==> src/rtl/full_adder_4_if.sv <==
// ----------------------------------------------------------------------------
// full_adder_4_if
// Operand/result bundle for the registered ripple-carry adder.
//   in_valid, A, B, c_in : operand side, driven by the producer (master)
//   sum, c_out, out_valid: registered result side, driven by the adder (slave)
//   ovf, zero            : status flags, present only when the macro
//                          FULL_ADDER4_STATUS_EN is defined
// Parameter WIDTH must match the WIDTH of the full_adder_4 it is bound to.
// ----------------------------------------------------------------------------
interface full_adder_4_if #(
    parameter int WIDTH = 4
);
    logic             in_valid;
    logic [WIDTH-1:0] A;
    logic [WIDTH-1:0] B;
    logic             c_in;
    logic [WIDTH-1:0] sum;
    logic             c_out;
    logic             out_valid;
`ifdef FULL_ADDER4_STATUS_EN
    logic             ovf;
    logic             zero;

    modport master (
        output in_valid, A, B, c_in,
        input  sum, c_out, out_valid, ovf, zero
    );

    modport slave (
        input  in_valid, A, B, c_in,
        output sum, c_out, out_valid, ovf, zero
    );
`else
    modport master (
        output in_valid, A, B, c_in,
        input  sum, c_out, out_valid
    );

    modport slave (
        input  in_valid, A, B, c_in,
        output sum, c_out, out_valid
    );
`endif
endinterface

==> src/rtl/full_adder_4.sv <==
// ----------------------------------------------------------------------------
// full_adder_4
// Registered ripple-carry adder: {c_out, sum} = A + B + c_in, one cycle of
// latency, one new operand set accepted per cycle, no backpressure.
//
// Ports:
//   clk  : rising-edge clock
//   rst  : asynchronous, active-high reset; clears every output register
//   bus  : full_adder_4_if.slave
//          in_valid/A/B/c_in in, sum/c_out/out_valid out
//          ovf/zero out (only with FULL_ADDER4_STATUS_EN)
//
// Optional feature macro: FULL_ADDER4_STATUS_EN
//   When defined, registered signed-overflow (ovf) and sum==0 (zero) flags
//   are produced alongside sum with the same reset and hold behaviour.
//
// Parameter WIDTH: operand/sum width in bits, legal range 1..32.
// ----------------------------------------------------------------------------
module full_adder_4 #(
    parameter int WIDTH = 4
) (
    input  logic          clk,
    input  logic          rst,
    full_adder_4_if.slave bus
);

    // One full-adder cell: returns {carry_out, sum_bit}.
    function automatic logic [1:0] fa_cell(
        input logic a,
        input logic b,
        input logic c
    );
        fa_cell = {(a & b) | (c & (a ^ b)), a ^ b ^ c};
    endfunction

    logic [WIDTH:0]   carry_s;
    logic [WIDTH-1:0] s_s;

    logic [WIDTH-1:0] sum_d;
    logic [WIDTH-1:0] sum_q;
    logic             c_out_d;
    logic             c_out_q;
    logic             out_valid_d;
    logic             out_valid_q;
`ifdef FULL_ADDER4_STATUS_EN
    logic             ovf_d;
    logic             ovf_q;
    logic             zero_d;
    logic             zero_q;
`endif

    // Ripple-carry chain: carry_s[0] is c_in, carry_s[WIDTH] is the carry out.
    always_comb begin
        carry_s    = {(WIDTH + 1){1'b0}};
        s_s        = {WIDTH{1'b0}};
        carry_s[0] = bus.c_in;
        for (int i = 0; i < WIDTH; i++) begin
            {carry_s[i+1], s_s[i]} = fa_cell(bus.A[i], bus.B[i], carry_s[i]);
        end
    end

    // Next-state: load a new result on in_valid, otherwise hold the old one.
    // out_valid follows in_valid alone so operand X never reaches it.
    always_comb begin
        sum_d       = sum_q;
        c_out_d     = c_out_q;
        out_valid_d = 1'b0;
`ifdef FULL_ADDER4_STATUS_EN
        ovf_d       = ovf_q;
        zero_d      = zero_q;
`endif
        if (bus.in_valid) begin
            sum_d       = s_s;
            c_out_d     = carry_s[WIDTH];
            out_valid_d = 1'b1;
`ifdef FULL_ADDER4_STATUS_EN
            // Signed overflow: carry into the MSB differs from carry out of it.
            ovf_d       = carry_s[WIDTH] ^ carry_s[WIDTH-1];
            zero_d      = (s_s == {WIDTH{1'b0}});
`endif
        end else begin
            out_valid_d = 1'b0;
        end
    end

    // Output registers with asynchronous active-high clear.
    always_ff @(posedge clk or posedge rst) begin
        if (rst) begin
            sum_q       <= {WIDTH{1'b0}};
            c_out_q     <= 1'b0;
            out_valid_q <= 1'b0;
`ifdef FULL_ADDER4_STATUS_EN
            ovf_q       <= 1'b0;
            zero_q      <= 1'b0;
`endif
        end else begin
            sum_q       <= sum_d;
            c_out_q     <= c_out_d;
            out_valid_q <= out_valid_d;
`ifdef FULL_ADDER4_STATUS_EN
            ovf_q       <= ovf_d;
            zero_q      <= zero_d;
`endif
        end
    end

    assign bus.sum       = sum_q;
    assign bus.c_out     = c_out_q;
    assign bus.out_valid = out_valid_q;
`ifdef FULL_ADDER4_STATUS_EN
    assign bus.ovf       = ovf_q;
    assign bus.zero      = zero_q;
`endif

endmodule

==> src/flat_wrapper.sv <==
// flat-port wrapper written by rule: the top's interface ports become plain ports
module full_adder_4_flat 
#(
    parameter int WIDTH = 4
)
  (clk, rst, bus_in_valid, bus_A, bus_B, bus_c_in, bus_sum, bus_c_out, bus_out_valid);
  full_adder_4_if #(.WIDTH(WIDTH)) bus_i ();
  input  logic clk;
  input  logic rst;
  input wire logic [$bits(bus_i.in_valid)-1:0] bus_in_valid;
  input wire logic [$bits(bus_i.A)-1:0] bus_A;
  input wire logic [$bits(bus_i.B)-1:0] bus_B;
  input wire logic [$bits(bus_i.c_in)-1:0] bus_c_in;
  output wire logic [$bits(bus_i.sum)-1:0] bus_sum;
  output wire logic [$bits(bus_i.c_out)-1:0] bus_c_out;
  output wire logic [$bits(bus_i.out_valid)-1:0] bus_out_valid;
  assign bus_i.in_valid = bus_in_valid;
  assign bus_i.A = bus_A;
  assign bus_i.B = bus_B;
  assign bus_i.c_in = bus_c_in;
  assign bus_sum = bus_i.sum;
  assign bus_c_out = bus_i.c_out;
  assign bus_out_valid = bus_i.out_valid;
  full_adder_4 #(.WIDTH(WIDTH)) u_core (.clk(clk), .rst(rst), .bus(bus_i));
endmodule
==> config.mk <==
export PLATFORM = sky130hd
export DESIGN_NAME = full_adder_4_flat
export DESIGN_NICKNAME = d
export VERILOG_FILES = /design/src/rtl/full_adder_4_if.sv /design/src/rtl/full_adder_4.sv /design/src/flat_wrapper.sv
export SDC_FILE = /design/constraint.sdc
export NUM_CORES = 1
export LEC_CHECK = 0
export CAP_MARGIN = 25
export CORE_AREA = 2 2 39 41
export DETAILED_ROUTE_END_ITERATION = 6
export DIE_AREA = 0 0 41 43
export PLACE_DENSITY = 0.57
export SLEW_MARGIN = 20
export SYNTH_ARGS = -nofsm -noshare
export SYNTH_HDL_FRONTEND = slang
export SYNTH_SLANG_ARGS = --single-unit
==> constraint.sdc <==
create_clock -name clk -period 0.8 [get_ports clk]
set_input_delay 0.16 -clock clk [delete_from_list [all_inputs] [get_ports clk]]
set_output_delay 0.16 -clock clk [all_outputs]
set_load 0.02 [all_outputs]
==> out/metrics.cfg, run 1 <==
[worst_setup_path]
cpMostUsedCell=fa_2
slowest_delay_ns=0.40
required_ns=0.96
crit_arrival_ns=1.79
worstSetupPathType=in -> reg
crit_fanout=1
regToRegEndpoint=u_core.bus.sum[2]$_DFFE_PP0P_
rr_worst_depth=2
cp_slowest_cell=fa_1
setup.worst_path.end_class=flop
r2r_start=u_core.bus.sum[2]$_DFFE_PP0P_
crit_chain=buf_8, clkinv_8, fa_2, inv_2, fa_2, fa_2, inv_2, fa_1, mux2i_1
rrSetupSlack_ns=-0.10
critPathBufInv=4
start_kind=input pin
cp_top_family=adder cells

[global_route]
antenna_found_initial=0
grt_overflow_total=0
grt_use_total_pct=8.92
grt_pass1_vias=262
grt_max_degree=7
grt_pass1_wl_um=1040

[floorplan]
ios=18
fp-row-count=14
core_area_um2=1380
die_y_um=43
dieArea_um2=1760
initial_core_util_pct=24.4
die_x_um=41

[synthesis]
synthTopCellsByCount=10 x inv_1, 6 x dfrtp_1, 4 x fa_1
syn_area_per_cell_um2=12.5
yosysMostFrequentCell=inv_1
synth_cells=27
synth_nets=43
synthArstFlopShare_pct=100
yosys.area.top_type=dfrtp_1
seq_area_frac_synth_pct=44.4
syn_area_um2=338
netlist_top_cells_area=dfrtp_1 44%, fa_1 24%, inv_1 11%, mux2_4 8.9%, mux2i_1 5.9%
synth_edf_count=0
synth_top_area_share_pct=44.4
synth_cell_type_count=8
yosysWarnings=0
yosys_register_bits=6
synth_top_flop_cell=dfrtp_1

[detailed_routing]
drtIter0Drc=0
dr.pass1.iters=1
drt_wl_total_um=593
drc_errors=0
vias=257
wl_per_cell_um=8.85
viasPerCell=3.84
antenna_left=0

[timing]
tightest_slew_ns=0.216
hold_viol_final=0
fmax_mhz=612
rsz0062_at_grt=yes
tns_ns=-3.28
setup_viol_count_final=10
finClkSkew_ns=0
setup_ws_ns=-0.835
period_minus_slack_ns=1.63
relSlewSlack_pct=85.6
fin_crit_sh_pct=204
slew_viol_final=0

[cts]
clk_path_buf_depth=2
cts_hold_buf=0
clock_latency_ns=0.23
clk_pin_slew_ns=0.04
numCtsBuffers=3
cts_tree=done
cts.sinks=6
cts-root-buf=clkbuf_4
ctsHtreeMaxLevel=1

[min_path]
hold_class=in -> async

[final_layout]
insertedDiodeCount=0
syn_to_final_growth_pct=80.7
nets=69
final_layout_size_suffix_gt1_share_pct=52.9

[placement]
portBuffers=17
place_congestion=0.649
dp_hpwl_um=520

[power_and_ir_drop]
clkPwrFrac_pct=23.6
total_power_mw=1.10
p_sw_mw=0.306
seq_power_share_pct=36.4
p_int_mw=0.794
pwr-share-comb_pct=40.0
power.leakage_nw=0.307
power_density_nw_per_um2=1800
ir_drop_uv=560
swShare_pct=27.8

[run]
max-cap-violations=0

[run_status]
status=complete, but fails checks
violations=negative setup slack

==> routing by layer <==
layer	track usage, %	vias up	part of all wire (%)	wire, µm
met3	0	2	4.2	25
met4	10.0	0	3.7	22
met1	12.3	122	40	235
met2	11.3	9	52	310
met5	0	-	0	0
li1	-	124	-	-
==> stage by stage <==
step           hold WS, ns  setup slack, ns  std cells  util, %  area (µm²)
3_5_place_dp         0.393            -1.54         63     40.6         562
2_1_floorplan      -0.0490           -0.924         27        -         353
5_1_grt              0.156           -0.934         67     44.1         611
3_3_place_gp         0.391            -1.52         63     40.6         562
4_1_cts              0.146           -0.915         66     42.6         589
6_report             0.146           -0.835         67     44.1         611
==> cells by family (layout without fill, tap and decap cells) <==
family | Yosys count | count (layout) | synth area share (%)
AO/OA/AOI/OAI | 1 | 1 | 1.48
adder cells (fa/ha/maj) | 4 | 4 | 23.7
buffers and inverters | 11 | 35 | 14.4
flip-flops | 6 | 6 | 44.4
multiplexers | 4 | 4 | 14.8
AND/OR/NAND/NOR | 1 | 1 | 1.11
==> placed cells by master, fill, tap and decap left out <==
master	n
buf_6	8
dfrtp_1	6
inv_1	5
clkdlybuf4s50_1	5
buf_4	5
inv_2	3
fa_2	3
clkbuf_4	3
dlygate4sd2_1	3
mux2_4	2
mux2i_1	2
nor2_1	1
a21oi_1	1
clkinv_8	1
inv_4	1
fa_1	1
buf_8	1
==> area by class of cell <==
| class | count | area [µm²] |
|---|---|---|
| clock buffers | 3 | 22.5 |
| well taps | 16 | 20.0 |
| flip-flops and latches | 6 | 150 |
| repair buffers | 22 | 219 |
| multi-input cells | 10 | 146 |
| fillers | 138 | 773 |
| inverters | 10 | 52.6 |
==> worst max-delay path by stage <==
| stage | from | endpoint | slack (ns) | depth (start not counted) |
|---|---|---|---|---|
| 2_1_floorplan | bus_A[0] | u_core.bus.sum[3]$_DFFE_PP0P_ | -0.92 | 8 |
| 3_3_place_gp | bus_c_in | u_core.bus.sum[3]$_DFFE_PP0P_ | -1.52 | 9 |
| 3_5_place_dp | bus_c_in | u_core.bus.sum[3]$_DFFE_PP0P_ | -1.54 | 9 |
| 4_1_cts | bus_c_in | u_core.bus.sum[3]$_DFFE_PP0P_ | -0.92 | 9 |
| 5_1_grt | bus_c_in | u_core.bus.sum[3]$_DFFE_PP0P_ | -0.93 | 9 |
| 6_report | bus_c_in | u_core.bus.sum[3]$_DFFE_PP0P_ | -0.83 | 9 |
==> power groups by stage <==
stage / registers [mW] / clock network, mW / logic, mW
3_3_place_gp: 0.392 / 0 / 0.417
6_report: 0.401 / 0.260 / 0.440
2_1_floorplan: 0.457 / 0 / 0.121
5_1_grt: 0.404 / 0.287 / 0.487
3_5_place_dp: 0.392 / 0 / 0.425
4_1_cts: 0.400 / 0.276 / 0.433
==> state kept, by name, indices dropped and copies added (netlist names) <==
| signal | flops |
|---|---|
| u_core.bus.c_out | 1 |
| u_core.bus.out_valid | 1 |
| u_core.bus.sum | 4 |
==> what timing repair did <==
item | in CTS | in global routing
endpoints found under the hold margin | 0 | 0
buffers inserted | 0 | 1
pin swaps | 4 | 4
resized for setup | 56 | 3
gates cloned | 0 | 0
endpoints found under the setup margin | 11 | 10
Note: power is estimated with default switching activity, not from simulation.
==> run 2: changes to the inputs <==
--- a/config.mk
+++ b/config.mk
@@ -10,7 +10,6 @@
 export DETAILED_ROUTE_END_ITERATION = 6
 export DIE_AREA = 0 0 41 43
 export PLACE_DENSITY = 0.57
-export SLEW_MARGIN = 20
 export SYNTH_ARGS = -nofsm -noshare
 export SYNTH_HDL_FRONTEND = slang
 export SYNTH_SLANG_ARGS = --single-unit
==> results of run 2 <==
Final layout, timing and power as in run 1 (identical DEF).
==> run 3: changes to the inputs <==
--- a/config.mk
+++ b/config.mk
@@ -5,7 +5,6 @@
 export SDC_FILE = /design/constraint.sdc
 export NUM_CORES = 1
 export LEC_CHECK = 0
-export CAP_MARGIN = 25
 export CORE_AREA = 2 2 39 41
 export DETAILED_ROUTE_END_ITERATION = 6
 export DIE_AREA = 0 0 41 43
==> results of run 3 <==
Final layout, timing and power as in run 1 (identical DEF).
